<file path="src/rtl/id_ex_stage_if.sv">
// Decode-to-execute bus: the decoded instruction offered by ID and the
// operand/control bundle presented to EX, each with its own valid/ready pair.
interface id_ex_stage_if #(
  parameter int XLEN = 32,
  parameter int RA_W = 5
);
  logic            id_valid;
  logic            id_ready;
  logic [XLEN-1:0] id_pc;
  logic [XLEN-1:0] id_imm;
  logic [XLEN-1:0] id_rs1_data;
  logic [XLEN-1:0] id_rs2_data;
  logic [RA_W-1:0] id_rs1_addr;
  logic [RA_W-1:0] id_rs2_addr;
  logic [RA_W-1:0] id_rd_addr;
  logic [3:0]      id_alu_op;
  logic [2:0]      id_funct3;
  logic            id_funct7_bit5;
  logic            id_use_pc;
  logic            id_use_imm;
  logic            id_reg_write;
  logic            id_mem_read;
  logic            id_mem_write;

  logic            ex_valid;
  logic            ex_ready;
  logic [XLEN-1:0] ex_operand_a;
  logic [XLEN-1:0] ex_operand_b;
  logic [XLEN-1:0] ex_store_data;
  logic [XLEN-1:0] ex_pc;
  logic [3:0]      ex_alu_op;
  logic [2:0]      ex_funct3;
  logic            ex_funct7_bit5;
  logic [RA_W-1:0] ex_rd_addr;
  logic            ex_reg_write;
  logic            ex_mem_read;
  logic            ex_mem_write;

  // Environment view: drives decode fields and the execute-side ready.
  modport master (
    output id_valid, id_pc, id_imm, id_rs1_data, id_rs2_data,
           id_rs1_addr, id_rs2_addr, id_rd_addr, id_alu_op, id_funct3,
           id_funct7_bit5, id_use_pc, id_use_imm, id_reg_write,
           id_mem_read, id_mem_write, ex_ready,
    input  id_ready, ex_valid, ex_operand_a, ex_operand_b, ex_store_data,
           ex_pc, ex_alu_op, ex_funct3, ex_funct7_bit5, ex_rd_addr,
           ex_reg_write, ex_mem_read, ex_mem_write
  );

  // Pipeline register view.
  modport slave (
    input  id_valid, id_pc, id_imm, id_rs1_data, id_rs2_data,
           id_rs1_addr, id_rs2_addr, id_rd_addr, id_alu_op, id_funct3,
           id_funct7_bit5, id_use_pc, id_use_imm, id_reg_write,
           id_mem_read, id_mem_write, ex_ready,
    output id_ready, ex_valid, ex_operand_a, ex_operand_b, ex_store_data,
           ex_pc, ex_alu_op, ex_funct3, ex_funct7_bit5, ex_rd_addr,
           ex_reg_write, ex_mem_read, ex_mem_write
  );
endinterface

</file>
<file path="src/rtl/id_ex_stage.sv">
// ID/EX pipeline register: holds one decoded instruction, forwards EX/MEM and
// MEM/WB results into its operands and stalls one cycle on a load-use hazard.
module id_ex_stage #(
  parameter int XLEN = 32,
  parameter int RA_W = 5
) (
  input  logic            clk,
  input  logic            rst_n,
  id_ex_stage_if.slave    bus,
  input  logic            flush,
  input  logic            mem_fwd_valid,
  input  logic [RA_W-1:0] mem_fwd_rd,
  input  logic [XLEN-1:0] mem_fwd_data,
  input  logic            wb_fwd_valid,
  input  logic [RA_W-1:0] wb_fwd_rd,
  input  logic [XLEN-1:0] wb_fwd_data
);

  logic            ex_valid_reg;
  logic [XLEN-1:0] pc_reg;
  logic [XLEN-1:0] imm_reg;
  logic [RA_W-1:0] rd_reg;
  logic [3:0]      alu_op_reg;
  logic [2:0]      funct3_reg;
  logic            funct7_bit5_reg;
  logic            use_pc_reg;
  logic            use_imm_reg;
  logic            reg_write_reg;
  logic            mem_read_reg;
  logic            mem_write_reg;

  logic            hazard;
  logic            accept;
  logic            release_w;
  logic            hold_w;

  logic [1:0][RA_W-1:0] id_rs_addr;
  logic [1:0][XLEN-1:0] id_rs_data;
  logic [1:0][XLEN-1:0] fwd_rs;

  // Conservative: a load in EX stalls any instruction naming its rd, used or not.
  assign hazard = ex_valid_reg & mem_read_reg & (rd_reg != '0) &
                  ((rd_reg == bus.id_rs1_addr) | (rd_reg == bus.id_rs2_addr));

  assign bus.id_ready = flush | ((~ex_valid_reg | bus.ex_ready) & ~hazard);
  assign accept       = bus.id_valid & bus.id_ready;
  assign release_w    = ex_valid_reg & bus.ex_ready;
  assign hold_w       = ex_valid_reg & ~bus.ex_ready & ~flush & ~accept;

  assign id_rs_addr = {bus.id_rs2_addr, bus.id_rs1_addr};
  assign id_rs_data = {bus.id_rs2_data, bus.id_rs1_data};

  always_ff @(posedge clk or negedge rst_n) begin
    if (!rst_n) begin
      ex_valid_reg    <= 1'b0;
      pc_reg          <= '0;
      imm_reg         <= '0;
      rd_reg          <= '0;
      alu_op_reg      <= '0;
      funct3_reg      <= '0;
      funct7_bit5_reg <= 1'b0;
      use_pc_reg      <= 1'b0;
      use_imm_reg     <= 1'b0;
      reg_write_reg   <= 1'b0;
      mem_read_reg    <= 1'b0;
      mem_write_reg   <= 1'b0;
    end else if (flush) begin
      ex_valid_reg <= 1'b0;
    end else if (accept) begin
      ex_valid_reg    <= 1'b1;
      pc_reg          <= bus.id_pc;
      imm_reg         <= bus.id_imm;
      rd_reg          <= bus.id_rd_addr;
      alu_op_reg      <= bus.id_alu_op;
      funct3_reg      <= bus.id_funct3;
      funct7_bit5_reg <= bus.id_funct7_bit5;
      use_pc_reg      <= bus.id_use_pc;
      use_imm_reg     <= bus.id_use_imm;
      reg_write_reg   <= bus.id_reg_write;
      mem_read_reg    <= bus.id_mem_read;
      mem_write_reg   <= bus.id_mem_write;
    end else if (release_w) begin
      ex_valid_reg <= 1'b0;
    end
  end

  // One slice per source operand: stored address/data plus its forwarding mux.
  genvar gi;
  generate
    for (gi = 0; gi < 2; gi++) begin : g_rs
      logic [RA_W-1:0] addr_reg;
      logic [XLEN-1:0] data_reg;
      logic            mem_hit;
      logic            wb_hit;

      assign mem_hit = mem_fwd_valid & (mem_fwd_rd == addr_reg) & (addr_reg != '0);
      assign wb_hit  = wb_fwd_valid  & (wb_fwd_rd  == addr_reg) & (addr_reg != '0);
      assign fwd_rs[gi] = mem_hit ? mem_fwd_data :
                          wb_hit  ? wb_fwd_data  : data_reg;

      // A stalled instruction latches WB results so they survive retirement.
      always_ff @(posedge clk or negedge rst_n) begin
        if (!rst_n) begin
          addr_reg <= '0;
          data_reg <= '0;
        end else if (!flush && accept) begin
          addr_reg <= id_rs_addr[gi];
          data_reg <= id_rs_data[gi];
        end else if (hold_w && wb_hit) begin
          data_reg <= wb_fwd_data;
        end
      end
    end
  endgenerate

  assign bus.ex_valid       = ex_valid_reg;
  assign bus.ex_operand_a   = use_pc_reg  ? pc_reg  : fwd_rs[0];
  assign bus.ex_operand_b   = use_imm_reg ? imm_reg : fwd_rs[1];
  assign bus.ex_store_data  = fwd_rs[1];
  assign bus.ex_pc          = pc_reg;
  assign bus.ex_alu_op      = alu_op_reg;
  assign bus.ex_funct3      = funct3_reg;
  assign bus.ex_funct7_bit5 = funct7_bit5_reg;
  assign bus.ex_rd_addr     = rd_reg;
  assign bus.ex_reg_write   = reg_write_reg;
  assign bus.ex_mem_read    = mem_read_reg;
  assign bus.ex_mem_write   = mem_write_reg;

endmodule

</file>
<file path="src/flat_wrapper.sv">
// flat-port wrapper written by rule: the top's interface ports become plain ports
module id_ex_stage_flat 
#(
  parameter int XLEN = 32,
  parameter int RA_W = 5
)
  (clk, rst_n, flush, mem_fwd_valid, mem_fwd_rd, mem_fwd_data, wb_fwd_valid, wb_fwd_rd, wb_fwd_data, bus_id_valid, bus_id_pc, bus_id_imm, bus_id_rs1_data, bus_id_rs2_data, bus_id_rs1_addr, bus_id_rs2_addr, bus_id_rd_addr, bus_id_alu_op, bus_id_funct3, bus_id_funct7_bit5, bus_id_use_pc, bus_id_use_imm, bus_id_reg_write, bus_id_mem_read, bus_id_mem_write, bus_ex_ready, bus_id_ready, bus_ex_valid, bus_ex_operand_a, bus_ex_operand_b, bus_ex_store_data, bus_ex_pc, bus_ex_alu_op, bus_ex_funct3, bus_ex_funct7_bit5, bus_ex_rd_addr, bus_ex_reg_write, bus_ex_mem_read, bus_ex_mem_write);
  id_ex_stage_if #(.XLEN(XLEN), .RA_W(RA_W)) bus_i ();
  input  logic clk;
  input  logic rst_n;
  input  logic flush;
  input  logic mem_fwd_valid;
  input  logic [RA_W-1:0] mem_fwd_rd;
  input  logic [XLEN-1:0] mem_fwd_data;
  input  logic wb_fwd_valid;
  input  logic [RA_W-1:0] wb_fwd_rd;
  input  logic [XLEN-1:0] wb_fwd_data;
  input wire logic [$bits(bus_i.id_valid)-1:0] bus_id_valid;
  input wire logic [$bits(bus_i.id_pc)-1:0] bus_id_pc;
  input wire logic [$bits(bus_i.id_imm)-1:0] bus_id_imm;
  input wire logic [$bits(bus_i.id_rs1_data)-1:0] bus_id_rs1_data;
  input wire logic [$bits(bus_i.id_rs2_data)-1:0] bus_id_rs2_data;
  input wire logic [$bits(bus_i.id_rs1_addr)-1:0] bus_id_rs1_addr;
  input wire logic [$bits(bus_i.id_rs2_addr)-1:0] bus_id_rs2_addr;
  input wire logic [$bits(bus_i.id_rd_addr)-1:0] bus_id_rd_addr;
  input wire logic [$bits(bus_i.id_alu_op)-1:0] bus_id_alu_op;
  input wire logic [$bits(bus_i.id_funct3)-1:0] bus_id_funct3;
  input wire logic [$bits(bus_i.id_funct7_bit5)-1:0] bus_id_funct7_bit5;
  input wire logic [$bits(bus_i.id_use_pc)-1:0] bus_id_use_pc;
  input wire logic [$bits(bus_i.id_use_imm)-1:0] bus_id_use_imm;
  input wire logic [$bits(bus_i.id_reg_write)-1:0] bus_id_reg_write;
  input wire logic [$bits(bus_i.id_mem_read)-1:0] bus_id_mem_read;
  input wire logic [$bits(bus_i.id_mem_write)-1:0] bus_id_mem_write;
  input wire logic [$bits(bus_i.ex_ready)-1:0] bus_ex_ready;
  output wire logic [$bits(bus_i.id_ready)-1:0] bus_id_ready;
  output wire logic [$bits(bus_i.ex_valid)-1:0] bus_ex_valid;
  output wire logic [$bits(bus_i.ex_operand_a)-1:0] bus_ex_operand_a;
  output wire logic [$bits(bus_i.ex_operand_b)-1:0] bus_ex_operand_b;
  output wire logic [$bits(bus_i.ex_store_data)-1:0] bus_ex_store_data;
  output wire logic [$bits(bus_i.ex_pc)-1:0] bus_ex_pc;
  output wire logic [$bits(bus_i.ex_alu_op)-1:0] bus_ex_alu_op;
  output wire logic [$bits(bus_i.ex_funct3)-1:0] bus_ex_funct3;
  output wire logic [$bits(bus_i.ex_funct7_bit5)-1:0] bus_ex_funct7_bit5;
  output wire logic [$bits(bus_i.ex_rd_addr)-1:0] bus_ex_rd_addr;
  output wire logic [$bits(bus_i.ex_reg_write)-1:0] bus_ex_reg_write;
  output wire logic [$bits(bus_i.ex_mem_read)-1:0] bus_ex_mem_read;
  output wire logic [$bits(bus_i.ex_mem_write)-1:0] bus_ex_mem_write;
  assign bus_i.id_valid = bus_id_valid;
  assign bus_i.id_pc = bus_id_pc;
  assign bus_i.id_imm = bus_id_imm;
  assign bus_i.id_rs1_data = bus_id_rs1_data;
  assign bus_i.id_rs2_data = bus_id_rs2_data;
  assign bus_i.id_rs1_addr = bus_id_rs1_addr;
  assign bus_i.id_rs2_addr = bus_id_rs2_addr;
  assign bus_i.id_rd_addr = bus_id_rd_addr;
  assign bus_i.id_alu_op = bus_id_alu_op;
  assign bus_i.id_funct3 = bus_id_funct3;
  assign bus_i.id_funct7_bit5 = bus_id_funct7_bit5;
  assign bus_i.id_use_pc = bus_id_use_pc;
  assign bus_i.id_use_imm = bus_id_use_imm;
  assign bus_i.id_reg_write = bus_id_reg_write;
  assign bus_i.id_mem_read = bus_id_mem_read;
  assign bus_i.id_mem_write = bus_id_mem_write;
  assign bus_i.ex_ready = bus_ex_ready;
  assign bus_id_ready = bus_i.id_ready;
  assign bus_ex_valid = bus_i.ex_valid;
  assign bus_ex_operand_a = bus_i.ex_operand_a;
  assign bus_ex_operand_b = bus_i.ex_operand_b;
  assign bus_ex_store_data = bus_i.ex_store_data;
  assign bus_ex_pc = bus_i.ex_pc;
  assign bus_ex_alu_op = bus_i.ex_alu_op;
  assign bus_ex_funct3 = bus_i.ex_funct3;
  assign bus_ex_funct7_bit5 = bus_i.ex_funct7_bit5;
  assign bus_ex_rd_addr = bus_i.ex_rd_addr;
  assign bus_ex_reg_write = bus_i.ex_reg_write;
  assign bus_ex_mem_read = bus_i.ex_mem_read;
  assign bus_ex_mem_write = bus_i.ex_mem_write;
  id_ex_stage #(.XLEN(XLEN), .RA_W(RA_W)) u_core (.clk(clk), .rst_n(rst_n), .bus(bus_i), .flush(flush), .mem_fwd_valid(mem_fwd_valid), .mem_fwd_rd(mem_fwd_rd), .mem_fwd_data(mem_fwd_data), .wb_fwd_valid(wb_fwd_valid), .wb_fwd_rd(wb_fwd_rd), .wb_fwd_data(wb_fwd_data));
endmodule
</file>
<file path="config.mk">
export PLATFORM = sky130hd
export DESIGN_NAME = id_ex_stage_flat
export DESIGN_NICKNAME = d
export VERILOG_FILES = /design/src/rtl/id_ex_stage_if.sv /design/src/rtl/id_ex_stage.sv /design/src/flat_wrapper.sv
export SDC_FILE = /design/constraint.sdc
export NUM_CORES = 1
export LEC_CHECK = 0
export CORE_UTILIZATION = 44
export DETAILED_ROUTE_END_ITERATION = 10
export PLACE_DENSITY_LB_ADDON = 0.15
export REMOVE_ABC_BUFFERS = 1
export SKIP_CTS_REPAIR_TIMING = 1
export SYNTH_ARGS = -nofsm -noshare
export SYNTH_HDL_FRONTEND = slang
export SYNTH_SLANG_ARGS = --single-unit
export TNS_END_PERCENT = 1
</file>
<file path="constraint.sdc">
create_clock -name clk -period 3.2 [get_ports clk]
set_input_delay 0.64 -clock clk [delete_from_list [all_inputs] [get_ports clk]]
set_output_delay 0.64 -clock clk [all_outputs]
set_load 0.02 [all_outputs]
</file>
==> results.yml <==
status:
  outcome: "finished with violations"
  violations: "negative setup slack"
cts:
  cts_tree: "built"
  root_buffer: "clkbuf_16"
  clock-sinks: 157
  cts.clk_slew.worst_paths_ps: 70
  clockBufferDepth: 2
  cts_made_buffers: 17
  h-tree-depth: 4
  insertion_delay_ps: 430
yosys:
  netlist_top_cells_area: "dfrtp_1 (42%), mux2_2 (23%), mux2_4 (4.8%), mux2_1 (3.6%), nor3_1 (3.6%)"
  synth_edf_count: 0
  yosys-top-cells-count: "mux2_2 (192), dfrtp_1 (157), nor3_1 (67)"
  synth_largest_area_cell: "dfrtp_1"
  synthCells: 867
  synth.distinct_cells: 36
  post-synth-top-count-cell: "mux2_2"
  synth_seq_cells: 157
  synth_ff_type: "dfrtp_1"
  synth_top_area_frac: 0.417
  synth.avg_cell_area_um2: 10.9
  yosys_warnings: 0
  ys_seq_area_frac: 0.417
  async_flop_share: 1.00
  syn_area_um2: 9420
floorplanning:
  die_x_um: 148
  start_util: 0.448
  coreArea_um2: 21000
  io_pins: 383
  rows: 53
  fp.dieArea_um2: 22000
  die_h_um: 148
critical_path:
  criticalPathCategory: "input pin to primary output"
  path_delay_family: "buffers and inverters"
  path_buf_inv: 4
  arrival_ps: 2770
  end_kind: "primary output"
  cp_common_cell: "buf_4"
  slowest_stage: "or3_2"
  path_max_fanout: 15
  critPathLaunchType: "input pin"
  cpPeakStageDelay_ps: 500
  required_ps: 2560
  cp_cell_sequence: "clkdlybuf4s50_1 -> buf_4 -> xnor2_1 -> nand4_1 -> or3_2 -> buf_4 -> nor2_1 -> o31ai_1 -> clkbuf_2"
power_and_ir_drop:
  p_total_uw: 8270
  vdd_drop_max_mv: 0.415
  powerDensity_nw_per_um2: 540
  p_leak_uw: 0.00662
drt:
  drc: 0
  top_layer_used: "met5"
  finalWirelength_um: 34600
  drt-initial-drc-count: 477
  wire_per_inst_um: 21.6
  ant_nets: 0
  wl_met1_um: 13200
  via_per_inst: 5.58
  num_vias: 8952
  drt-pass1-iter-count: 5
  route.met3.wl_um: 2730
  dr_wl_met2_um: 17100
finish:
  areaGrowthSynthToFinish_pct: 62.6
  largest_reg_flops: 64
  final_layout_size_suffix_gt1_frac: 0.377
  nFillCells: 1511
  nNetsFinal: 1549
sta:
  max_freq_ghz: 0.293
  worstMarginPinSlew_ps: 768
  relSlewSlack: 0.488
  tns_ps: -11250
  finalClockSkew_ps: 13.1
  rsz0062_at_grt: "yes"
  worst_slack_ps: -210
  finalCritPeriodShare: 1.07
  final_hold_viol_count: 0
  finalCriticalPeriod_ps: 3410
  slew_viol_final: 0
  setup_viol: 96
min_path:
  hold_class: "input pin to asynchronous set/reset pin"
global_routing:
  grtUsageTotal: 0.302
  grt_pass1_vias: 9117
  grt_max_degree: 77
  overflow: 0
  antenna_found_initial: 4
  grt_pass1_wl_um: 50300
flow_run:
  cap_violations: 0
place:
  place.gp.congestion: 0.825
  io_buffers: 382
  pre_cts_ws_ps: -650
  dp_hpwl_um: 24400
report_power, final:
part / internal [uW] / switching [uW]
logic: 1950 / 1720
clock network: 1050 / 914
registers: 2340 / 286
cells by family after synthesis:
logic type      synth area share
mux                        0.313
simple gates              0.0928
flops                      0.417
compound gates            0.0983
buf+inv                   0.0507
xor+xnor                  0.0279
layer usage:
metal,vias to the layer above,global-route usage
met2,417,0.520
li1,4076,-
met5,-,0
met1,4361,0.353
met4,2,0.154
met3,96,0.0681
per-stage QoR:
stage                     area (um2)  utilization  hold WS, ps  cells
after floorplan                 9070            -          344    792
after global placement         14300        0.678          481   1547
after detailed placement       14300        0.678          487   1547
after CTS                      14800        0.705          286   1579
after global routing           15300        0.729          327   1603
final                          15300        0.729          266   1603
cells in the final DEF (no fill, tap or decap), types with 9 or more instances in the layout:
cell	count
clkbuf_16	21
buf_12	22
mux2_1	30
clkdlybuf4s50_1	283
a31oi_1	22
a31oi_2	9
buf_2	9
buf_6	27
a211oi_1	20
xor2_1	10
nor3_1	59
clkbuf_2	35
nor2_1	35
xnor2_1	17
o21ai_0	16
o21ai_1	9
nand3_1	31
o31ai_1	31
nand2_1	35
mux2_2	175
buf_4	90
dlymetal6s2s_1	28
mux2_4	47
a211oi_2	12
inv_1	33
dfrtp_1	155
final cells by class:
cell class	count	area [um2]	area share
multi-input cells	602	5390	0.352
repair buffers	501	4970	0.324
flip-flops and latches	157	3930	0.257
clock buffers	20	457	0.0298
well taps	275	344	0.0225
inverters	33	124	0.00809
clock inverters	12	103	0.00670
diodes	3	7.51	0.000490
path summary, 6_finish.rpt:
path	startpoint	end	slack, ps	cells past startpoint
worst min register to register	u_core.imm_reg[10]	u_core.imm_reg[10]	500	1
max in group asynchronous	rst_n	u_core.g_rs[1].addr_reg[2]	2170	2
worst min-delay path	rst_n	u_core.imm_reg[23]	270	1
min in group clk	u_core.imm_reg[10]	u_core.imm_reg[10]	500	1
worst max register to register	u_core.g_rs[1].addr_reg[1]	u_core.g_rs[1].data_reg[18]	540	10
worst max-delay path	mem_fwd_rd[2]	bus_ex_operand_a[0]	-210	9
(Power assumes the default switching activity.)
